### src/rtl/riscv_core_rob_pkg.sv
// ROB geometry and entry layout, shared between the
// bookkeeping control block and the datapath data array.
package riscv_core_rob_pkg;

    localparam int ROB_SLOTS = 16;
    localparam int ROB_LOG_S = 4;
    localparam int REG_AW    = 5;

    typedef struct packed {
        logic              valid;
        logic              pending;
        logic              wen;
        logic [REG_AW-1:0] waddr;
    } rob_entry_t;

endpackage

### src/rtl/riscv_core_rob_youngest_match.sv
// Picks the youngest set bit of a slot match vector, where
// age is measured backwards from the tail (tail-1 is youngest).
module riscv_core_rob_youngest_match
    import riscv_core_rob_pkg::*;
#(
    parameter int SLOTS = ROB_SLOTS,
    parameter int LOG_S = ROB_LOG_S
) (
    input  logic [SLOTS-1:0] match,
    input  logic [LOG_S-1:0] tail,
    output logic             found,
    output logic [LOG_S-1:0] slot
);

    logic [LOG_S-1:0] idx;

    // Oldest first, so the last hit (tail-1) overrides earlier ones.
    always_comb begin
        found = 1'b0;
        slot  = '0;
        idx   = '0;
        for (int k = SLOTS; k >= 1; k--) begin
            idx = tail - LOG_S'(k);
            if (match[idx]) begin
                found = 1'b1;
                slot  = idx;
            end
        end
    end

endmodule

### src/rtl/riscv_core_rob_ctrl.sv
// Reorder-buffer bookkeeping: in-order allocate and retire,
// out-of-order fill, and youngest-producer bypass queries.
module riscv_core_rob_ctrl
    import riscv_core_rob_pkg::*;
#(
    parameter int SLOTS = ROB_SLOTS,
    parameter int LOG_S = ROB_LOG_S
) (
    input  logic              clk,
    input  logic              reset,
    input  logic              rob_alloc_req_val,
    output logic              rob_alloc_req_rdy,
    input  logic              rob_alloc_req_wen,
    input  logic [REG_AW-1:0] rob_alloc_req_waddr,
    output logic [LOG_S-1:0]  rob_alloc_resp_slot,
    input  logic              rob_fill_val,
    input  logic [LOG_S-1:0]  rob_fill_slot,
    output logic              rob_commit_val,
    output logic              rob_commit_wen,
    output logic [LOG_S-1:0]  rob_commit_slot,
    output logic [REG_AW-1:0] rob_commit_waddr,
    input  logic [REG_AW-1:0] rob_src0_reg,
    output logic              rob_src0_pend,
    output logic              rob_src0_filled,
    output logic [LOG_S-1:0]  rob_src0_slot,
    input  logic [REG_AW-1:0] rob_src1_reg,
    output logic              rob_src1_pend,
    output logic              rob_src1_filled,
    output logic [LOG_S-1:0]  rob_src1_slot,
    output logic              rob_empty
);

    localparam logic [LOG_S:0] CNT_FULL = (LOG_S+1)'(SLOTS);

    rob_entry_t       entry_q [SLOTS];
    rob_entry_t       entry_d [SLOTS];
    logic [LOG_S-1:0] head_q, head_d;
    logic [LOG_S-1:0] tail_q, tail_d;
    logic [LOG_S:0]   count_q, count_d;

    logic             alloc_fire;
    logic             fill_ok;
    logic [SLOTS-1:0] match0, match1;
    logic             found0, found1;
    logic [LOG_S-1:0] slot0, slot1;

    assign rob_alloc_req_rdy   = (count_q != CNT_FULL);
    assign alloc_fire          = rob_alloc_req_val && rob_alloc_req_rdy;
    assign rob_alloc_resp_slot = tail_q;
    assign rob_empty           = (count_q == '0);

    assign rob_commit_val   = entry_q[head_q].valid && !entry_q[head_q].pending;
    assign rob_commit_wen   = rob_commit_val && entry_q[head_q].wen;
    assign rob_commit_slot  = head_q;
    assign rob_commit_waddr = entry_q[head_q].waddr;

    assign fill_ok = entry_q[rob_fill_slot].valid
                  && entry_q[rob_fill_slot].pending;

    always_comb begin
        entry_d = entry_q;
        head_d  = head_q;
        tail_d  = tail_q;
        if (rob_commit_val) begin
            entry_d[head_q].valid = 1'b0;
            head_d = head_q + LOG_S'(1);
        end
        if (alloc_fire) begin
            entry_d[tail_q].valid   = 1'b1;
            entry_d[tail_q].pending = 1'b1;
            // r0 is never a real destination.
            entry_d[tail_q].wen     = rob_alloc_req_wen
                                   && (rob_alloc_req_waddr != '0);
            entry_d[tail_q].waddr   = rob_alloc_req_waddr;
            tail_d = tail_q + LOG_S'(1);
        end
        if (rob_fill_val && fill_ok) begin
            entry_d[rob_fill_slot].pending = 1'b0;
        end
        count_d = count_q
                + {{LOG_S{1'b0}}, alloc_fire}
                - {{LOG_S{1'b0}}, rob_commit_val};
    end

    always_ff @(posedge clk or posedge reset) begin
        if (reset) begin
            entry_q <= '{default: '0};
            head_q  <= '0;
            tail_q  <= '0;
            count_q <= '0;
        end else begin
            entry_q <= entry_d;
            head_q  <= head_d;
            tail_q  <= tail_d;
            count_q <= count_d;
        end
    end

    always_ff @(posedge clk) begin
        if (!reset && rob_fill_val) begin
            assert (fill_ok);
        end
    end

    always_comb begin
        match0 = '0;
        match1 = '0;
        for (int i = 0; i < SLOTS; i++) begin
            match0[i] = entry_q[i].valid && entry_q[i].wen
                     && (entry_q[i].waddr == rob_src0_reg)
                     && (rob_src0_reg != '0);
            match1[i] = entry_q[i].valid && entry_q[i].wen
                     && (entry_q[i].waddr == rob_src1_reg)
                     && (rob_src1_reg != '0);
        end
    end

    riscv_core_rob_youngest_match #(.SLOTS(SLOTS), .LOG_S(LOG_S)) u_match0 (
        .match (match0),
        .tail  (tail_q),
        .found (found0),
        .slot  (slot0)
    );

    riscv_core_rob_youngest_match #(.SLOTS(SLOTS), .LOG_S(LOG_S)) u_match1 (
        .match (match1),
        .tail  (tail_q),
        .found (found1),
        .slot  (slot1)
    );

    assign rob_src0_pend   = found0;
    assign rob_src0_filled = found0 && !entry_q[slot0].pending;
    assign rob_src0_slot   = slot0;
    assign rob_src1_pend   = found1;
    assign rob_src1_filled = found1 && !entry_q[slot1].pending;
    assign rob_src1_slot   = slot1;

endmodule

### config.mk
export PLATFORM = sky130hd
export DESIGN_NAME = riscv_core_rob_ctrl
export DESIGN_NICKNAME = d
export VERILOG_FILES = /design/src/rtl/riscv_core_rob_pkg.sv /design/src/rtl/riscv_core_rob_youngest_match.sv /design/src/rtl/riscv_core_rob_ctrl.sv
export SDC_FILE = /design/constraint.sdc
export NUM_CORES = 1
export LEC_CHECK = 0
export ABC_AREA = 1
export BUFFER_PORTS_ARGS = -buffer_cell sky130_fd_sc_hd__buf_2
export CAP_MARGIN = 20
export CORE_MARGIN = 2
export CORE_UTILIZATION = 50
export DETAILED_ROUTE_END_ITERATION = 12
export MAX_ROUTING_LAYER = met4
export PLACE_DENSITY_LB_ADDON = 0.15
export SYNTH_ARGS = -nofsm -noshare
export SYNTH_HDL_FRONTEND = slang
export SYNTH_SLANG_ARGS = --single-unit
### constraint.sdc
create_clock -name clk -period 12.5 [get_ports clk]
set_clock_uncertainty 0.1 [all_clocks]
set_input_delay 0.625 -clock clk [delete_from_list [all_inputs] [get_ports clk]]
set_output_delay 0.625 -clock clk [all_outputs]
set_load 0.1 [all_outputs]
==> run metrics, run 1 <==
fin worst setup slack 5.67 ns; Area contributors post-synth dfrtp_1 27%, nand2_1 21%, nand3_1 9.5%, o21ai_0 7.4%, a21oi_1 6.1%; vias in the first global route 14000; crit-path max cell delay 0.97 ns; main combinational cell family by area after synthesis simple AND/OR/NAND/NOR gates; commonest non-fill, non-tap cell in the layout nand2_1; die area 0.0278 sq mm; post-CTS resize count 0; Final Net Count 2180; maximum clock frequency 0.146 GHz; final setup violation count 0; Final ANT Viol Nets 0; post-synth top area cell dfrtp_1; Rows 59; Avg Vias per Cell 6.04; # Post-CTS Setup Buffers 0; Slew @ Worst Pin 1.07 ns; Synth Area in Simple Gates 39.0%; status completed; Post-synth top flop dfrtp_1; cts bufs inserted 17; Total Neg Setup Slack 0 ns; worst skew pair latency 0.45 ns; Synth top area share 26.7%; global-route wire length before repair 82300 um; most frequent cells in the layout 732 x nand2_1, 250 x nand3_1, 196 x o21ai_0, 164 x inv_1, 162 x a21oi_1; Post-synth ARST share 100%; routed via count 15000; #FFs+latches synth 141; register area share after synthesis 26.7%; DR WL/cell 21.4 um; # hold bufs at CTS 0; CTS tree done; Synthesized Nets 2199; Worst-path clk slew 0.08 ns; Syn Inst Count 2151; largest net degree at the start of global routing 73; mux cell area share after synthesis 0%; Die X-Extent 167 um; GP Congestion 0.995; initial core utilization 50.8%; adder-cell share of the synthesized area 2.32%; fin crit period 6.83 ns; Detailed Place HPWL 37700 um; period utilisation layout 54.7%; max_slew headroom 28.4%; synthesized cell area 0.0132 sq mm; drt drc 0; fraction of layout cells with a size suffix above 1 8.76%; GRT Total Usage 39.4%; final WL 53200 um; first drt pass iteration count 6; startpoint types flop; Chip Height 167 um; RSZ-0062 raised after global routing no; grt total ovfl 0; Final Hold Violating Endpoints 0; input/output buffers 52; average size of a mapped cell 6.15 sq um; Compound-Gate Fraction of Synth Area 17.5%; CP Class flop to output port; core area 0.0261 sq mm; initial antenna violation count 3; warnings from Yosys 0; Max clock buf depth 2; Sink Count 141; Crit-path slowest cell clkinv_1; Synth cell types 50; most used cell, CP nand2_1; max cap viols 0; CP required 11.77 ns; Iter 0 DRT Violations 2131; Synth Area in XOR/XNOR 4.30%; Slew Viols, Final 0; layout overhead on the synthesized area 5.78%; Post-synth EDFFs 0; Top Ports 53; worst min path class input pin to asynchronous set/reset pin; CP Max Fanout 42; Setup WS pre-CTS 6.19 ns; Worst EP arrival 6.11 ns; H-tree levels 4; Crit. End Element output port; root buffer cell clkbuf_16; # fillers 2679
## layer usage
metal	global-route usage, %	part of all wire [%]	vias up	wire, um
met5	-	0	-	0
met4	18.0	4.4	0	2360
met3	11.7	12	156	6580
met2	57.0	43	857	22600
met1	50.8	41	6957	21600
li1	-	-	7025	-
## synth_stat cells (7+ instances only)
| cell type | n |
|---|---|
| o21ai_1 | 11 |
| a32oi_1 | 17 |
| o22ai_1 | 7 |
| dfrtp_1 | 141 |
| nand2_4 | 7 |
| nand4_1 | 28 |
| nand3_1 | 250 |
| inv_1 | 165 |
| o21ai_0 | 196 |
| buf_2 | 26 |
| xor2_1 | 14 |
| nor2_1 | 107 |
| clkbuf_1 | 50 |
| buf_6 | 20 |
| a22oi_1 | 12 |
| clkinv_1 | 9 |
| nand2_1 | 732 |
| nand3_2 | 13 |
| ha_1 | 23 |
| buf_1 | 7 |
| a21oi_1 | 162 |
| nor2_2 | 22 |
| inv_4 | 7 |
| xnor2_1 | 51 |
| inv_2 | 14 |
| nand2_2 | 14 |
## final timing paths
kind	start	end	slack, ns	depth (start not counted)
max	rob_alloc_resp_slot[0]	rob_src0_filled	5.67	32
min	reset	asynchronous set/reset pin	0.20	2
max reg2reg	rob_commit_slot[0]	count_q[4]	8.00	16
min reg2reg	flop	flop	0.42	2
max in group asynchronous	reset	rob_commit_slot[0]	10.67	3
min in group clk	flop	flop	0.42	2
## critical path: cells and delay by family, from the launching register on
family                     cells  cell delay (ns)
buffers and inverters          5             2.08
and+or+nand+nor               26             2.34
DFF                            1             0.32
adders and majority gates      1             0.95
## final cells by class
type | instances | area [sq um] | share of cell area (%)
clock buffer | 18 | 429 | 3.06
timing repair buffer | 68 | 380 | 2.72
sequential | 141 | 3530 | 25.2
multi-input combinational | 1708 | 8350 | 59.6
inverter | 196 | 763 | 5.45
clock inverter | 14 | 123 | 0.876
antenna | 3 | 7.51 | 0.0536
tap | 335 | 419 | 2.99
## cell families after synthesis
group | after synthesis
AOI/OAI and AO/OA | 427
xor gates and xnor gates | 65
adders and majority gates | 24
buffers and inverters | 302
DFF | 141
and+or+nand+nor | 1192
## through the flow
step / cell area (sq um) / hold slack (ns) / util, % / cells
finish: 14000 / 0.202 / 53.7 / 2483
global route: 14000 / 0.270 / 53.7 / 2483
CTS: 14000 / 0.222 / 53.7 / 2479
detailed placement: 13400 / 0.400 / 51.6 / 2447
global placement: 13400 / 0.390 / 51.6 / 2447
floorplan: 13200 / 0.374 / - / 2151
Power of run 1 is not shown: default switching activity piles up to over one toggle a cycle in this logic, so the estimate is an artifact.
==> run 2: changes to the inputs <==
==> constraint.sdc (replaced) <==
create_clock -name clk -period 6.1 [get_ports clk]
set_clock_uncertainty 0.1 [all_clocks]
set_input_delay 0.305 -clock clk [delete_from_list [all_inputs] [get_ports clk]]
set_output_delay 0.305 -clock clk [all_outputs]
set_load 0.1 [all_outputs]
==> run 2 against run 1 <==
Effect of this change:
- design area rose by 1.6%
- clock-buffer cell count is 1 lower
- cell count hardly changed
- utilization grew 0.84 points
- wire length is 2.0% higher
- global-route usage rose by 0.90 points
- via count up 0.48%
- die area did not move
- setup slack got worse by 4.8 ns
- sequential share of layout area decreased by 0.39 points
- highest routed layer unchanged
==> run metrics, run 2 (synthesis gave the netlist of run 1 again) <==
# fillers 2692 (was 2679); GR Util met3 9.46% (was 11.7%); Final ANT Viol Nets 0 (unchanged); crit-path max cell delay 0.76 ns (was 0.97 ns); post-CTS resize count 0 (unchanged); largest net degree at the start of global routing 100 (was 73); CP Max Fanout 26 (was 42); RSZ-0062 raised after global routing no (unchanged); status completed (unchanged); root buffer cell clkbuf_16 (unchanged); Rows 59 (unchanged); HP Start rob_fill_slot[2]; vias in the first global route 14200 (was 14000); GRT Total Usage 40.3% (was 39.4%); max_slew headroom 30.4% (was 28.4%); DP Area 0.0136 sq mm (was 0.0134 sq mm); Slew @ Worst Pin 1.04 ns (was 1.07 ns); first drt pass iteration count 6 (unchanged); DR WL/cell 21.8 um (was 21.4 um); worst skew pair latency 0.44 ns (was 0.45 ns); fraction of layout cells with a size suffix above 1 8.99% (was 8.76%); initial core utilization 50.8% (unchanged); Detailed Place HPWL 39700 um (was 37700 um); Worst Hold Path Cells 3; max cap viols 0 (unchanged); H-tree levels 4 (unchanged); Iter 0 DRT Violations 2113 (was 2131); routed via count 15100 (was 15000); period utilisation layout 86.4%; global-route wire length before repair 84100 um (was 82300 um); grt met2 use 60.5% (was 57.0%); Max clock buf depth 2 (unchanged); fin crit period 5.27 ns; Crit-path slowest cell clkinv_1 (unchanged); input/output buffers 52 (unchanged); design area 0.0142 sq mm (was 0.0140 sq mm); CP required 5.69 ns (was 11.77 ns); CTS tree done (unchanged); Avg Vias per Cell 6.07 (was 6.04); maximum clock frequency 0.190 GHz; core area 0.0261 sq mm (unchanged); most used cell, CP nand2_1 (unchanged); busiest grt layer met2 (unchanged); CP Class flop to output port (unchanged); hold endpoint entry_q[62]; layout overhead on the synthesized area 7.43% (was 5.78%); Die X-Extent 167 um (unchanged); final WL 54200 um (was 53200 um); worst min path class input pin to flop (was input pin to asynchronous set/reset pin); Reg-to-Reg End count_q[4] (unchanged); cts bufs inserted 17 (unchanged); commonest non-fill, non-tap cell in the layout nand2_1 (unchanged); # diodes 0 (was 3); Top Ports 53 (unchanged); Worst EP arrival 4.86 ns (was 6.11 ns); most frequent cells in the layout 732 x nand2_1, 250 x nand3_1, 196 x o21ai_0, 164 x inv_1, 161 x a21oi_1 (was 732 x nand2_1, 250 x nand3_1, 196 x o21ai_0, 164 x inv_1, 162 x a21oi_1); Fin Hold WS 0.249 ns (was 0.202 ns); Slew Viols, Final 0 (unchanged); grt total ovfl 0 (unchanged); die area 0.0278 sq mm (unchanged); Final Net Count 2182 (was 2180); flop2flop setup slack 1.56 ns (was 8.00 ns); Worst-path clk slew 0.08 ns (about the same); Sink Count 141 (unchanged); startpoint types flop (unchanged); grt met1 use 53.3% (was 50.8%); GP Congestion 1.02 (was 0.995); drt drc 0 (unchanged); R2R Path Start rob_commit_slot[0] (unchanged); Crit. End Element output port (unchanged); Chip Height 167 um (unchanged); final setup violation count 0 (unchanged); Reg2Reg Depth 16 (unchanged); Final Hold Violating Endpoints 0 (unchanged); initial antenna violation count 1 (was 3)
-- run 2: changes by cell type in the layout (fill, tap and decap cells not counted), sizes merged --
cell | before | now
clkinv | 11 | 14
diode | 3 | 0
clkinvlp | 4 | 2
buf | 68 | 69
clkbuf | 18 | 17
dlygate4sd3 | 0 | 1
-- run 2: per-stage QoR --
step                      setup TNS [ns]  worst slack [ns]  utilization [%]  std cells
after global routing                   0             0.252             54.6       2482
after detailed placement               0              1.22             52.4       2449
after floorplan                   -0.683            -0.683                -       2151
after CTS                              0             0.934             54.6       2482
after global placement                 0              1.21             52.4       2449
final                                  0             0.830             54.6       2482
-- run 2: how the worst max path moves through the flow --
stage	cells past startpoint	endpoint	slack [ns]	start
CTS	29	rob_src0_filled	0.93	rob_alloc_resp_slot[1]
global route	32	rob_src0_filled	0.25	rob_alloc_resp_slot[1]
finish	29	rob_src0_filled	0.83	rob_alloc_resp_slot[1]
detailed placement	35	rob_src0_filled	1.22	rob_src0_reg[1]
floorplan	31	rob_src0_filled	-0.68	rob_alloc_resp_slot[0]
global placement	35	rob_src0_filled	1.21	rob_src0_reg[1]
-- run 2: what timing repair did --
item                                   in CTS  in global routing
buffers inserted                            0                  0
endpoints found under the hold margin      12                  0
hold buffers                                1                  0
-- run 2: critical path: cells and delay by family (launching register included) --
kind / cells / cell delay [ns]
flops: 1 / 0.36
compound gates: 4 / 0.68
buf+inv: 5 / 1.41
fa+ha+maj: 1 / 0.28
simple gates: 19 / 1.71
-- run 2: final cells by class --
class                      instances  area (sq um)  area share (%)
clock buffer                      17           425            2.99
clock inverter                    15           143            1.00
inverter                         196           763            5.37
multi-input combinational       1708          8360            58.8
sequential                       141          3530            24.8
tap                              335           419            2.95
timing repair buffer              70           578            4.06
-- run 2: routing by layer --
| metal | part of all wire (%) | up-vias |
|---|---|---|
| li1 | - | 7024 |
| met1 | 41 | 6982 |
| met2 | 44 | 906 |
| met3 | 11 | 155 |
| met4 | 3.8 | 0 |
| met5 | 0 | - |
Power of run 2 is left out for the same reason.
